<file path="src/rtl/ysyx_22050612_lsu_pkg.sv">
// Shared definitions for the load/store unit: FSM state codes, access size
// encodings and the byte-span helper used to build lane masks.
package ysyx_22050612_lsu_pkg;

  typedef logic [2:0] state_t;

  localparam state_t S_IDLE = 3'd0;
  localparam state_t S_REQ0 = 3'd1;
  localparam state_t S_RSP0 = 3'd2;
  localparam state_t S_REQ1 = 3'd3;
  localparam state_t S_RSP1 = 3'd4;
  localparam state_t S_DONE = 3'd5;

  typedef enum logic [1:0] {
    SZ_B = 2'd0,
    SZ_H = 2'd1,
    SZ_W = 2'd2,
    SZ_D = 2'd3
  } size_e;

  // Byte span of an access over two consecutive bus words (up to 8 lanes
  // each): bits [NB-1:0] are the first beat, bits [2*NB-1:NB] the second.
  function automatic logic [15:0] span_mask(input logic [2:0] off,
                                            input logic [1:0] size);
    logic [15:0] m;
    m = ((16'd1 << (5'd1 << size)) - 16'd1) << off;
    return m;
  endfunction

endpackage

</file>
<file path="src/rtl/ysyx_22050612_lsu_if.sv">
// Bundles the EXU-facing handshake and the data-memory bus of the LSU.
// master = the LSU itself, slave = the environment (EXU + memory).
interface ysyx_22050612_lsu_if #(
  parameter int XLEN   = 64,
  parameter int ADDR_W = 64
);
  logic                in_valid;
  logic                in_ready;
  logic                in_wen;
  logic [1:0]          in_size;
  logic                in_unsigned;
  logic [ADDR_W-1:0]   in_addr;
  logic [XLEN-1:0]     in_wdata;
  logic                out_valid;
  logic                out_ready;
  logic [XLEN-1:0]     out_rdata;
  logic                out_fault;
  logic                mem_req_valid;
  logic                mem_req_ready;
  logic                mem_req_wen;
  logic [ADDR_W-1:0]   mem_req_addr;
  logic [XLEN-1:0]     mem_req_wdata;
  logic [XLEN/8-1:0]   mem_req_wmask;
  logic                mem_rsp_valid;
  logic [XLEN-1:0]     mem_rsp_rdata;

  modport master (
    input  in_valid, in_wen, in_size, in_unsigned, in_addr, in_wdata,
    input  out_ready, mem_req_ready, mem_rsp_valid, mem_rsp_rdata,
    output in_ready, out_valid, out_rdata, out_fault,
    output mem_req_valid, mem_req_wen, mem_req_addr, mem_req_wdata, mem_req_wmask
  );

  modport slave (
    output in_valid, in_wen, in_size, in_unsigned, in_addr, in_wdata,
    output out_ready, mem_req_ready, mem_rsp_valid, mem_rsp_rdata,
    input  in_ready, out_valid, out_rdata, out_fault,
    input  mem_req_valid, mem_req_wen, mem_req_addr, mem_req_wdata, mem_req_wmask
  );
endinterface

</file>
<file path="src/rtl/ysyx_22050612_lane_align.sv">
// Combinational lane alignment: byte-enable masks and positioned write data
// for up to two bus beats, and extraction plus sign/zero extension of load
// data from the concatenated beats {hi, lo}.
module ysyx_22050612_lane_align
  import ysyx_22050612_lsu_pkg::*;
#(
  parameter int XLEN = 64
) (
  input  logic [$clog2(XLEN/8)-1:0] i_off,
  input  logic [1:0]                i_size,
  input  logic                      i_unsigned,
  input  logic [XLEN-1:0]           i_wdata,
  input  logic [XLEN-1:0]           i_lo,
  input  logic [XLEN-1:0]           i_hi,
  output logic [XLEN/8-1:0]         o_mask0,
  output logic [XLEN/8-1:0]         o_mask1,
  output logic [XLEN-1:0]           o_wdata0,
  output logic [XLEN-1:0]           o_wdata1,
  output logic [XLEN-1:0]           o_rdata
);
  localparam int NB    = XLEN / 8;
  localparam int OFF_W = $clog2(NB);

  logic [15:0]     w_span;
  logic [7:0]      w_bit_off;
  logic [7:0]      w_rsh;
  logic [XLEN-1:0] w_shr;

  // Keep the low `size` bytes and fill the rest with the sign or with zero.
  function automatic logic [XLEN-1:0] extend(input logic [XLEN-1:0] v,
                                             input logic [1:0] sz,
                                             input logic uns);
    int              bits;
    logic            sgn;
    logic [XLEN-1:0] r;
    bits = 8 << sz;
    if (bits > XLEN) bits = XLEN;
    sgn = ~uns & v[bits-1];
    for (int i = 0; i < XLEN; i++) r[i] = (i < bits) ? v[i] : sgn;
    return r;
  endfunction

  assign w_span    = span_mask(3'(i_off), i_size);
  assign w_bit_off = 8'({i_off, 3'b000});
  assign w_rsh     = 8'(XLEN) - w_bit_off;

  assign o_mask0  = w_span[NB-1:0];
  assign o_mask1  = w_span[2*NB-1:NB];
  assign o_wdata0 = i_wdata << w_bit_off;
  // Second beat carries the bytes that spilled past the first word.
  assign o_wdata1 = i_wdata >> w_rsh;
  assign w_shr    = XLEN'({i_hi, i_lo} >> w_bit_off);
  assign o_rdata  = extend(w_shr, i_size, i_unsigned);

  if (OFF_W > 3) begin : g_bad_xlen
    $error("XLEN larger than 64 not supported");
  end
endmodule

</file>
<file path="src/rtl/ysyx_22050612_lsu.sv">
// Multi-cycle load/store unit: accepts one access, issues one or two aligned
// bus beats (word-crossing accesses are split or faulted) and returns the
// extended load result / store completion through a valid/ready handshake.
module ysyx_22050612_lsu
  import ysyx_22050612_lsu_pkg::*;
#(
  parameter int XLEN           = 64,
  parameter int ADDR_W         = 64,
  parameter int ALLOW_MISALIGN = 1
) (
  input logic                 clk,
  input logic                 rst_n,
  ysyx_22050612_lsu_if.master bus
);
  localparam int NB    = XLEN / 8;
  localparam int OFF_W = $clog2(NB);

  state_t            r_state;
  state_t            w_next;
  logic              r_live;
  logic              r_wen;
  logic [1:0]        r_size;
  logic              r_uns;
  logic [ADDR_W-1:0] r_addr;
  logic [XLEN-1:0]   r_wdata;
  logic              r_cross;
  logic              r_fault;
  logic [XLEN-1:0]   r_lo;
  logic [XLEN-1:0]   r_hi;

  logic              w_accept;
  logic [4:0]        w_end;
  logic              w_cross_in;
  logic              w_fault_in;
  logic [ADDR_W-1:0] w_base0;
  logic [ADDR_W-1:0] w_base1;
  logic [NB-1:0]     w_mask0;
  logic [NB-1:0]     w_mask1;
  logic [XLEN-1:0]   w_wdata0;
  logic [XLEN-1:0]   w_wdata1;
  logic [XLEN-1:0]   w_rdata;

  assign w_accept   = bus.in_valid & bus.in_ready;
  assign w_end      = 5'(bus.in_addr[OFF_W-1:0]) + (5'd1 << bus.in_size);
  assign w_cross_in = w_end > 5'(NB);
  assign w_fault_in = (bus.in_size > 2'(OFF_W)) | (w_cross_in & (ALLOW_MISALIGN == 0));
  assign w_base0    = {r_addr[ADDR_W-1:OFF_W], {OFF_W{1'b0}}};
  assign w_base1    = w_base0 + ADDR_W'(NB);

  ysyx_22050612_lane_align #(.XLEN(XLEN)) u_align (
    .i_off      (r_addr[OFF_W-1:0]),
    .i_size     (r_size),
    .i_unsigned (r_uns),
    .i_wdata    (r_wdata),
    .i_lo       (r_lo),
    .i_hi       (r_hi),
    .o_mask0    (w_mask0),
    .o_mask1    (w_mask1),
    .o_wdata0   (w_wdata0),
    .o_wdata1   (w_wdata1),
    .o_rdata    (w_rdata)
  );

  // Next-state logic for the access sequencer.
  always_comb begin
    w_next = r_state;
    case (r_state)
      S_IDLE: if (w_accept) w_next = w_fault_in ? S_DONE : S_REQ0;
      S_REQ0: if (bus.mem_req_ready) w_next = S_RSP0;
      S_RSP0: if (bus.mem_rsp_valid) w_next = r_cross ? S_REQ1 : S_DONE;
      S_REQ1: if (bus.mem_req_ready) w_next = S_RSP1;
      S_RSP1: if (bus.mem_rsp_valid) w_next = S_DONE;
      S_DONE: if (bus.out_ready) w_next = S_IDLE;
      default: w_next = S_IDLE;
    endcase
  end

  // State register; r_live holds in_ready low until the first clock after reset.
  always_ff @(posedge clk or negedge rst_n) begin
    if (!rst_n) begin
      r_state <= S_IDLE;
      r_live  <= 1'b0;
    end else begin
      r_state <= w_next;
      r_live  <= 1'b1;
    end
  end

  // Request fields latched at accept, response beats captured in RSP0/RSP1.
  always_ff @(posedge clk) begin
    if (w_accept) begin
      r_wen   <= bus.in_wen;
      r_size  <= bus.in_size;
      r_uns   <= bus.in_unsigned;
      r_addr  <= bus.in_addr;
      r_wdata <= bus.in_wdata;
      r_cross <= w_cross_in;
      r_fault <= w_fault_in;
      r_hi    <= '0;
    end
    if (r_state == S_RSP0 && bus.mem_rsp_valid) r_lo <= bus.mem_rsp_rdata;
    if (r_state == S_RSP1 && bus.mem_rsp_valid) r_hi <= bus.mem_rsp_rdata;
  end

  // Outputs are decoded from state so they are all zero while in reset.
  always_comb begin
    bus.in_ready      = r_live & (r_state == S_IDLE);
    bus.out_valid     = (r_state == S_DONE);
    bus.out_fault     = (r_state == S_DONE) & r_fault;
    bus.out_rdata     = ((r_state == S_DONE) & ~r_fault & ~r_wen) ? w_rdata : '0;
    bus.mem_req_valid = 1'b0;
    bus.mem_req_wen   = 1'b0;
    bus.mem_req_addr  = '0;
    bus.mem_req_wdata = '0;
    bus.mem_req_wmask = '0;
    if (r_state == S_REQ0) begin
      bus.mem_req_valid = 1'b1;
      bus.mem_req_wen   = r_wen;
      bus.mem_req_addr  = w_base0;
      bus.mem_req_wdata = r_wen ? w_wdata0 : '0;
      bus.mem_req_wmask = r_wen ? w_mask0 : '1;
    end else if (r_state == S_REQ1) begin
      bus.mem_req_valid = 1'b1;
      bus.mem_req_wen   = r_wen;
      bus.mem_req_addr  = w_base1;
      bus.mem_req_wdata = r_wen ? w_wdata1 : '0;
      bus.mem_req_wmask = r_wen ? w_mask1 : '1;
    end
  end
endmodule

</file>
<file path="src/flat_wrapper.sv">
// flat-port wrapper written by rule: the top's interface ports become plain ports
module ysyx_22050612_lsu_flat import ysyx_22050612_lsu_pkg::*;
#(
  parameter int XLEN           = 64,
  parameter int ADDR_W         = 64,
  parameter int ALLOW_MISALIGN = 1
)
  (clk, rst_n, bus_in_valid, bus_in_wen, bus_in_size, bus_in_unsigned, bus_in_addr, bus_in_wdata, bus_out_ready, bus_mem_req_ready, bus_mem_rsp_valid, bus_mem_rsp_rdata, bus_in_ready, bus_out_valid, bus_out_rdata, bus_out_fault, bus_mem_req_valid, bus_mem_req_wen, bus_mem_req_addr, bus_mem_req_wdata, bus_mem_req_wmask);
  ysyx_22050612_lsu_if #(.XLEN(XLEN), .ADDR_W(ADDR_W)) bus_i ();
  input logic clk;
  input logic rst_n;
  input wire logic [$bits(bus_i.in_valid)-1:0] bus_in_valid;
  input wire logic [$bits(bus_i.in_wen)-1:0] bus_in_wen;
  input wire logic [$bits(bus_i.in_size)-1:0] bus_in_size;
  input wire logic [$bits(bus_i.in_unsigned)-1:0] bus_in_unsigned;
  input wire logic [$bits(bus_i.in_addr)-1:0] bus_in_addr;
  input wire logic [$bits(bus_i.in_wdata)-1:0] bus_in_wdata;
  input wire logic [$bits(bus_i.out_ready)-1:0] bus_out_ready;
  input wire logic [$bits(bus_i.mem_req_ready)-1:0] bus_mem_req_ready;
  input wire logic [$bits(bus_i.mem_rsp_valid)-1:0] bus_mem_rsp_valid;
  input wire logic [$bits(bus_i.mem_rsp_rdata)-1:0] bus_mem_rsp_rdata;
  output wire logic [$bits(bus_i.in_ready)-1:0] bus_in_ready;
  output wire logic [$bits(bus_i.out_valid)-1:0] bus_out_valid;
  output wire logic [$bits(bus_i.out_rdata)-1:0] bus_out_rdata;
  output wire logic [$bits(bus_i.out_fault)-1:0] bus_out_fault;
  output wire logic [$bits(bus_i.mem_req_valid)-1:0] bus_mem_req_valid;
  output wire logic [$bits(bus_i.mem_req_wen)-1:0] bus_mem_req_wen;
  output wire logic [$bits(bus_i.mem_req_addr)-1:0] bus_mem_req_addr;
  output wire logic [$bits(bus_i.mem_req_wdata)-1:0] bus_mem_req_wdata;
  output wire logic [$bits(bus_i.mem_req_wmask)-1:0] bus_mem_req_wmask;
  assign bus_i.in_valid = bus_in_valid;
  assign bus_i.in_wen = bus_in_wen;
  assign bus_i.in_size = bus_in_size;
  assign bus_i.in_unsigned = bus_in_unsigned;
  assign bus_i.in_addr = bus_in_addr;
  assign bus_i.in_wdata = bus_in_wdata;
  assign bus_i.out_ready = bus_out_ready;
  assign bus_i.mem_req_ready = bus_mem_req_ready;
  assign bus_i.mem_rsp_valid = bus_mem_rsp_valid;
  assign bus_i.mem_rsp_rdata = bus_mem_rsp_rdata;
  assign bus_in_ready = bus_i.in_ready;
  assign bus_out_valid = bus_i.out_valid;
  assign bus_out_rdata = bus_i.out_rdata;
  assign bus_out_fault = bus_i.out_fault;
  assign bus_mem_req_valid = bus_i.mem_req_valid;
  assign bus_mem_req_wen = bus_i.mem_req_wen;
  assign bus_mem_req_addr = bus_i.mem_req_addr;
  assign bus_mem_req_wdata = bus_i.mem_req_wdata;
  assign bus_mem_req_wmask = bus_i.mem_req_wmask;
  ysyx_22050612_lsu #(.XLEN(XLEN), .ADDR_W(ADDR_W), .ALLOW_MISALIGN(ALLOW_MISALIGN)) u_core (.clk(clk), .rst_n(rst_n), .bus(bus_i));
endmodule
</file>
<file path="config.mk">
export PLATFORM = sky130hd
export DESIGN_NAME = ysyx_22050612_lsu_flat
export DESIGN_NICKNAME = d
export VERILOG_FILES = /design/src/rtl/ysyx_22050612_lsu_pkg.sv /design/src/rtl/ysyx_22050612_lsu_if.sv /design/src/rtl/ysyx_22050612_lane_align.sv /design/src/rtl/ysyx_22050612_lsu.sv /design/src/flat_wrapper.sv
export SDC_FILE = /design/constraint.sdc
export NUM_CORES = 1
export LEC_CHECK = 0
export BUFFER_PORTS_ARGS = -buffer_cell sky130_fd_sc_hd__clkbuf_2
export CAP_MARGIN = 20
export CELL_PAD_IN_SITES_DETAIL_PLACEMENT = 1
export CELL_PAD_IN_SITES_GLOBAL_PLACEMENT = 1
export CORE_MARGIN = 4
export CORE_UTILIZATION = 32
export CTS_BUF_LIST = sky130_fd_sc_hd__clkbuf_4
export DETAILED_ROUTE_END_ITERATION = 10
export GPL_ROUTABILITY_DRIVEN = 0
export HOLD_SLACK_MARGIN = 0.05
export PLACE_DENSITY_LB_ADDON = 0.1
export SYNTH_ARGS = -nofsm -noshare
export SYNTH_HDL_FRONTEND = slang
export SYNTH_SLANG_ARGS = --single-unit
</file>
<file path="constraint.sdc">
create_clock -name clk -period 8.4 [get_ports clk]
set_clock_uncertainty 0.05 [all_clocks]
set_input_delay 1.68 -clock clk [delete_from_list [all_inputs] [get_ports clk]]
set_output_delay 1.68 -clock clk [all_outputs]
set_load 0.02 [all_outputs]
</file>
Word-level counts from Yosys, hierarchy flattened --
Cells that the tools add are included.
Storage, ports and cells: bits of input ports 202, register bits 266, output and inout port bits 205, logic and storage cells 211
Operators by class: equality and inequality tests 11, bitwise logic cells 9, multiplexer cells 94, reductions and logical operators 5, add/subtract/negate cells 5, $lt $le $gt $ge 68, shifts and indexed selects 8
Operator list (number):
- 7-bit by 32-bit less-than comparator with 1-bit output, first input constant | 32
- 64-bit 2-to-1 mux | 9
- 6-bit by 32-bit less-than comparator with 1-bit output, first input constant | 16
- 5-bit by 32-bit less-than comparator with 1-bit output, first input constant | 8
- 4-bit by 32-bit less-than comparator with 1-bit output, first input constant | 4
- 128-bit by 6-bit >> shifter with 64-bit output | 1
- 1-bit 2-to-1 mux | 70
- 64-bit by 4-bit adder with 64-bit output, second input constant | 1
- 3-bit by 32-bit less-than comparator with 1-bit output, first input constant | 2
- 64-bit by 6-bit << shifter with 64-bit output | 1
- 64-bit by 8-bit >> shifter with 64-bit output | 1
- 32-bit by 8-bit > comparator with 1-bit output, second input constant | 1
- 1-bit by 32-bit less-than comparator with 1-bit output, first input constant | 1
- 2-bit by 32-bit less-than comparator with 1-bit output, first input constant | 1
- 32-bit by 8-bit less-than comparator with 1-bit output, second input constant | 1
- 32-bit 2-to-1 mux | 1
- 8-bit 2-to-1 mux | 4
- 4-bit by 2-bit << shifter with 32-bit output, first input constant | 1
- 32-bit by 2-bit subtractor with 32-bit output, second input constant | 1
- 3-bit 2-to-1 mux | 8
- 3-bit case mux with 6 select lines | 1
- 1-bit by 5-bit << shifter with 16-bit output, first input constant | 1
- 16-bit by 3-bit << shifter with 16-bit output | 1
- 16-bit by 1-bit subtractor with 16-bit output, second input constant | 1
- 17 further kinds | 32

Longest topological paths before layout --
depth in word-level cells 10, mapped depth 13, gate-level depth less buffers 8

By module --
A second synthesis with hierarchy kept.
Unflattened totals: cells, all modules 1882, area, all modules 19125.8 um^2
By module, submodules not included:
- ysyx_22050612_lsu | seq. area each 7937.6 um^2, area an instance 11622.4 um^2, instances 1, cells an instance 856
- ysyx_22050612_lane_align | seq. area each 0.0 um^2, area an instance 7503.4 um^2, instances 1, cells an instance 1026

Least setup slack after synthesis --
OpenSTA, ideal clock, no wires.
path kind input to register, start point input bus_mem_rsp_valid, end point register u_core.r_lo[0], enable pin, buffers on the path 0, cell stages on the path 1, slack 1.461 ns, arrival 6.311 ns, path through nor3b_1
On the way: longest elaborated chain between the ends 1
Ends and longest elaborated chain:
- start, declared | line flat_wrapper.sv:20 | input wire logic [$bits(bus_i.mem_rsp_valid)-1:0] bus_mem_rsp_valid;
- 1-bit logical AND | line ysyx_22050612_lsu.sv:101 | if (r_state == S_RSP0 && bus.mem_rsp_valid) r_lo <= bus.mem_rsp_rdata;
- end signal, assigned | line ysyx_22050612_lsu.sv:101
- end, declared | line ysyx_22050612_lsu.sv:28 | logic [XLEN-1:0] r_lo;
No other way between the ends. A chain may end at the register's enable or synchronous reset.

Final worst setup path --
start point register u_core.r_addr[0], end point output bus_out_rdata[10]
On the way: longest elaborated chain between the ends 7
Ends and longest elaborated chain:
- start, declared | line ysyx_22050612_lsu.sv:24 | logic [ADDR_W-1:0] r_addr;
- start signal, assigned | line ysyx_22050612_lsu.sv:95 | r_addr <= bus.in_addr;
- 128-bit by 6-bit >> shifter with 64-bit output * | line ysyx_22050612_lane_align.sv:52 | assign w_shr = XLEN'({i_hi, i_lo} >> w_bit_off);
- 1-bit binary-select mux with 6-bit select | line ysyx_22050612_lane_align.sv:38 | sgn = ~uns & v[bits-1];
- 1-bit 2-to-1 mux (not written as such) (2 in series) | line ysyx_22050612_lane_align.sv:38
- 1-bit AND | line ysyx_22050612_lane_align.sv:38
- 1-bit 2-to-1 mux * | line ysyx_22050612_lane_align.sv:39 | for (int i = 0; i < XLEN; i++) r[i] = (i < bits) ? v[i] : sgn;
- 64-bit 2-to-1 mux * | line ysyx_22050612_lsu.sv:110 | bus.out_rdata = ((r_state == S_DONE) & ~r_fault & ~r_wen) ? w_rdata : '0;
- end, declared | line flat_wrapper.sv:24 | output wire logic [$bits(bus_i.out_rdata)-1:0] bus_out_rdata;
Every way passes the cells marked *; elsewhere a longest branch is shown, timed or not. The select of a mux whose other input is x is not followed.

==> results_dict.tcl <==
set metrics [dict create \
    status "completed" \
    fill_cells 6234 \
    cts_made_buffers 78 \
    first_global_vias 16000 \
    port_buffers 402 \
    final_nets 2133 \
    path_class "register to output port" \
    instances_no_fill 2740 \
    grt_first_pass_wirelength_um 103000 \
    slew_violations 0 \
    die_x_um 244 \
    worstMarginPinSlew_ns 1.08 \
    post-route-cell-area_um2 21400 \
    ys_seq_area_frac 0.432 \
    synth_seq_cells 257 \
    cts_max_path_buffers 3 \
    worstHoldPathType "register to register" \
    drt-pass1-iter-count 4 \
    synth_top_flop_cell "edfxtp_1" \
    finalPower_mw 5.02 \
    endpoint_kind "output port" \
    fin_crit_ns 6.50 \
    syn-instance-count 1563 \
    synth_edf_count 253 \
    wl_met1_um 28900 \
    first_iter_violations 970 \
    cp.required_ns 6.67 \
    dr_total_vias 15300 \
    dpl_cell_area_um2 20300 \
    fin_tns_setup_ns 0 \
    grt-ovfl-total 0 \
    clock_sinks 257 \
    highest_layer "met5" \
    rsz0062_at_grt "no" \
    die_y_um 244 \
    post_cts_resize_count 0 \
    coreArea_um2 55100 \
    clk_pin_slew_worst_paths_ns 0.08 \
    cts_tree "yes" \
    wl_met3_um 3710 \
    syn_avg_cell_area_um2 11.4 \
    maxSlewHeadroom 0.278 \
    ctsHoldBuffers 0 \
    hold_viol 0 \
    hpwl_um 48200 \
    p_leak_nw 8.11 \
    cts_root_buffer "clkbuf_4" \
    drive_gt1_frac 0.375 \
    maxCapViolCount 0 \
    place_inst 2589 \
    wl_per_cell_um 24.9 \
    drt-total-wl_um 68100 \
    yosys.area.top_type_share 0.427 \
    ys_types 72 \
    post_cts_buffers 0 \
    grt.total_usage 0.223 \
    finalSetupViolations 0 \
    syn_area_um2 17800 \
    drc 0 \
    fin_crit_sh 0.774 \
    num_rows 86 \
    die_area_um2 59500 \
    ant_nets 0 \
    ys_top_cells_by_area "edfxtp_1 43%, mux4_2 15%, mux2i_1 5.8%" \
    clkLatencyLatePin_ns 0.85 \
    initial_utilization 0.323 \
    htree_levels 3 \
    ys_top_cells_by_count "253 x edfxtp_1, 130 x nand2_1, 126 x a21oi_1, 122 x mux4_2, 104 x mux2i_1" \
    synth.most_common_cell "edfxtp_1" \
    route.met2.wl_um 33700 \
    syn2layout_area_growth_pct 20.3 \
    yosysWarnings 0 \
    synth_largest_area_cell "edfxtp_1" \
    ir_worst_vdd_mv 0.117 \
    power.density_nw_per_um2 235 \
    cp_max_fo 50 \
    crit_path_start_kind "register" \
    antenna_found_initial 17 \
    viasPerCell 5.59 \
    max_freq_mhz 154 \
    synthArstFlopShare 0.0156 \
    io-pin-count 407 \
    grt_max_degree 169 \
    arrival_ns 4.77 \
]
[per-layer routing]
| metal | GRT usage | up-vias |
|---|---|---|
| met2 | 0.378 | 423 |
| li1 | - | 6973 |
| met5 | 0 | - |
| met4 | 0.0662 | 14 |
| met1 | 0.284 | 7790 |
| met3 | 0.0566 | 115 |
[worst max-delay path: stages, from the launching register on]
cell      delay (ns)
edfxtp_1        0.35
buf_4           0.58
buf_4           0.75
mux2i_1         0.18
o32a_1          0.34
a311oi_1        0.47
o21ai_1         0.53
a32oi_1         0.46
clkbuf_2        0.24
[flip-flops by register name, indices dropped and copies added, names as in the netlist]
register	cells
u_core.r_live	1
u_core.r_hi	56
u_core.r_state	3
u_core.r_uns	1
u_core.r_wen	1
u_core.r_addr	64
u_core.r_size	2
u_core.r_cross	1
u_core.r_lo	64
u_core.r_wdata	64
[cell families (layout without fill, tap and decap cells)]
kind of cell,Yosys count,after routing,synth area share
AO/OA/AOI/OAI,430,430,0.153
XOR/XNOR,20,20,0.00984
adder cells (fa/ha/maj),8,8,0.00605
buffers and inverters,167,581,0.0420
flip-flops,257,257,0.432
multiplexers,251,251,0.229
other,2,17,0.000422
AND/OR/NAND/NOR,428,428,0.127
[placed cells by master, fill, tap and decap left out, types with 10 or more instances in the layout]
| cell | count |
|---|---|
| and4_1 | 10 |
| nand4_1 | 18 |
| inv_1 | 13 |
| nor2_1 | 67 |
| mux2i_1 | 104 |
| or3_1 | 28 |
| mux4_2 | 122 |
| diode_2 | 12 |
| nand2_1 | 130 |
| nand3_1 | 33 |
| o22ai_1 | 88 |
| xor2_1 | 15 |
| a21oi_1 | 126 |
| clkbuf_2 | 402 |
| o21a_1 | 17 |
| or4_1 | 16 |
| o2bb2ai_1 | 14 |
| and3_1 | 17 |
| clkinv_1 | 10 |
| a21oi_2 | 20 |
| and2_1 | 58 |
| o31ai_1 | 17 |
| nor2b_1 | 12 |
| clkbuf_4 | 115 |
| edfxtp_1 | 253 |
| o21ai_0 | 71 |
| buf_4 | 22 |
| mux2_2 | 25 |
| a22oi_1 | 21 |
[through the flow]
stage / worst slack (ns) / util / hold slack, ns
6_report: 1.90 / 0.389 / 0.529
3_5_place_dp: 2.74 / 0.369 / 0.536
3_3_place_gp: 2.88 / 0.369 / 0.526
5_1_grt: 1.47 / 0.388 / 0.471
2_1_floorplan: 1.46 / - / 0.494
4_1_cts: 1.74 / 0.387 / 0.463
[where the power goes]
part	leakage, nW	switching [mW]	internal (mW)
clock network	0.609	0.615	0.691
registers	2.38	0.203	1.66
logic	5.12	1.17	0.686
total	8.11	1.98	3.04
[final timing paths]
check                                               from                       endpoint  slack [ns]  depth (start not counted)
max in group asynchronous                          rst_n  u_core.r_state[1]$_DFFE_PN0P_        7.53                          1
setup / recovery              u_core.r_addr[0]$_DFFE_PP_              bus_out_rdata[10]        1.90                          8
hold reg to reg            u_core.r_state[2]$_DFFE_PN0P_  u_core.r_state[0]$_DFFE_PN0P_        0.53                          1
min in group asynchronous                          rst_n  u_core.r_state[0]$_DFFE_PN0P_        0.58                          1
setup reg to reg           u_core.r_state[1]$_DFFE_PN0P_  u_core.r_hi[13]$_SDFFCE_PN0P_        4.64                          6
hold / removal             u_core.r_state[2]$_DFFE_PN0P_  u_core.r_state[0]$_DFFE_PN0P_        0.53                          1
[area by class of cell]
type,count,area [µm²],area share
Antenna cell,12,30.0,0.00140
Clock buffer,115,863,0.0403
Clock inverter,22,161,0.00754
Inverter,17,70.1,0.00327
Multi-Input combinational cell,1142,9410,0.440
Sequential cell,257,7700,0.360
Tap cell,748,936,0.0437
Timing Repair Buffer,427,2240,0.105
Note: power is estimated with default switching activity, not from simulation.
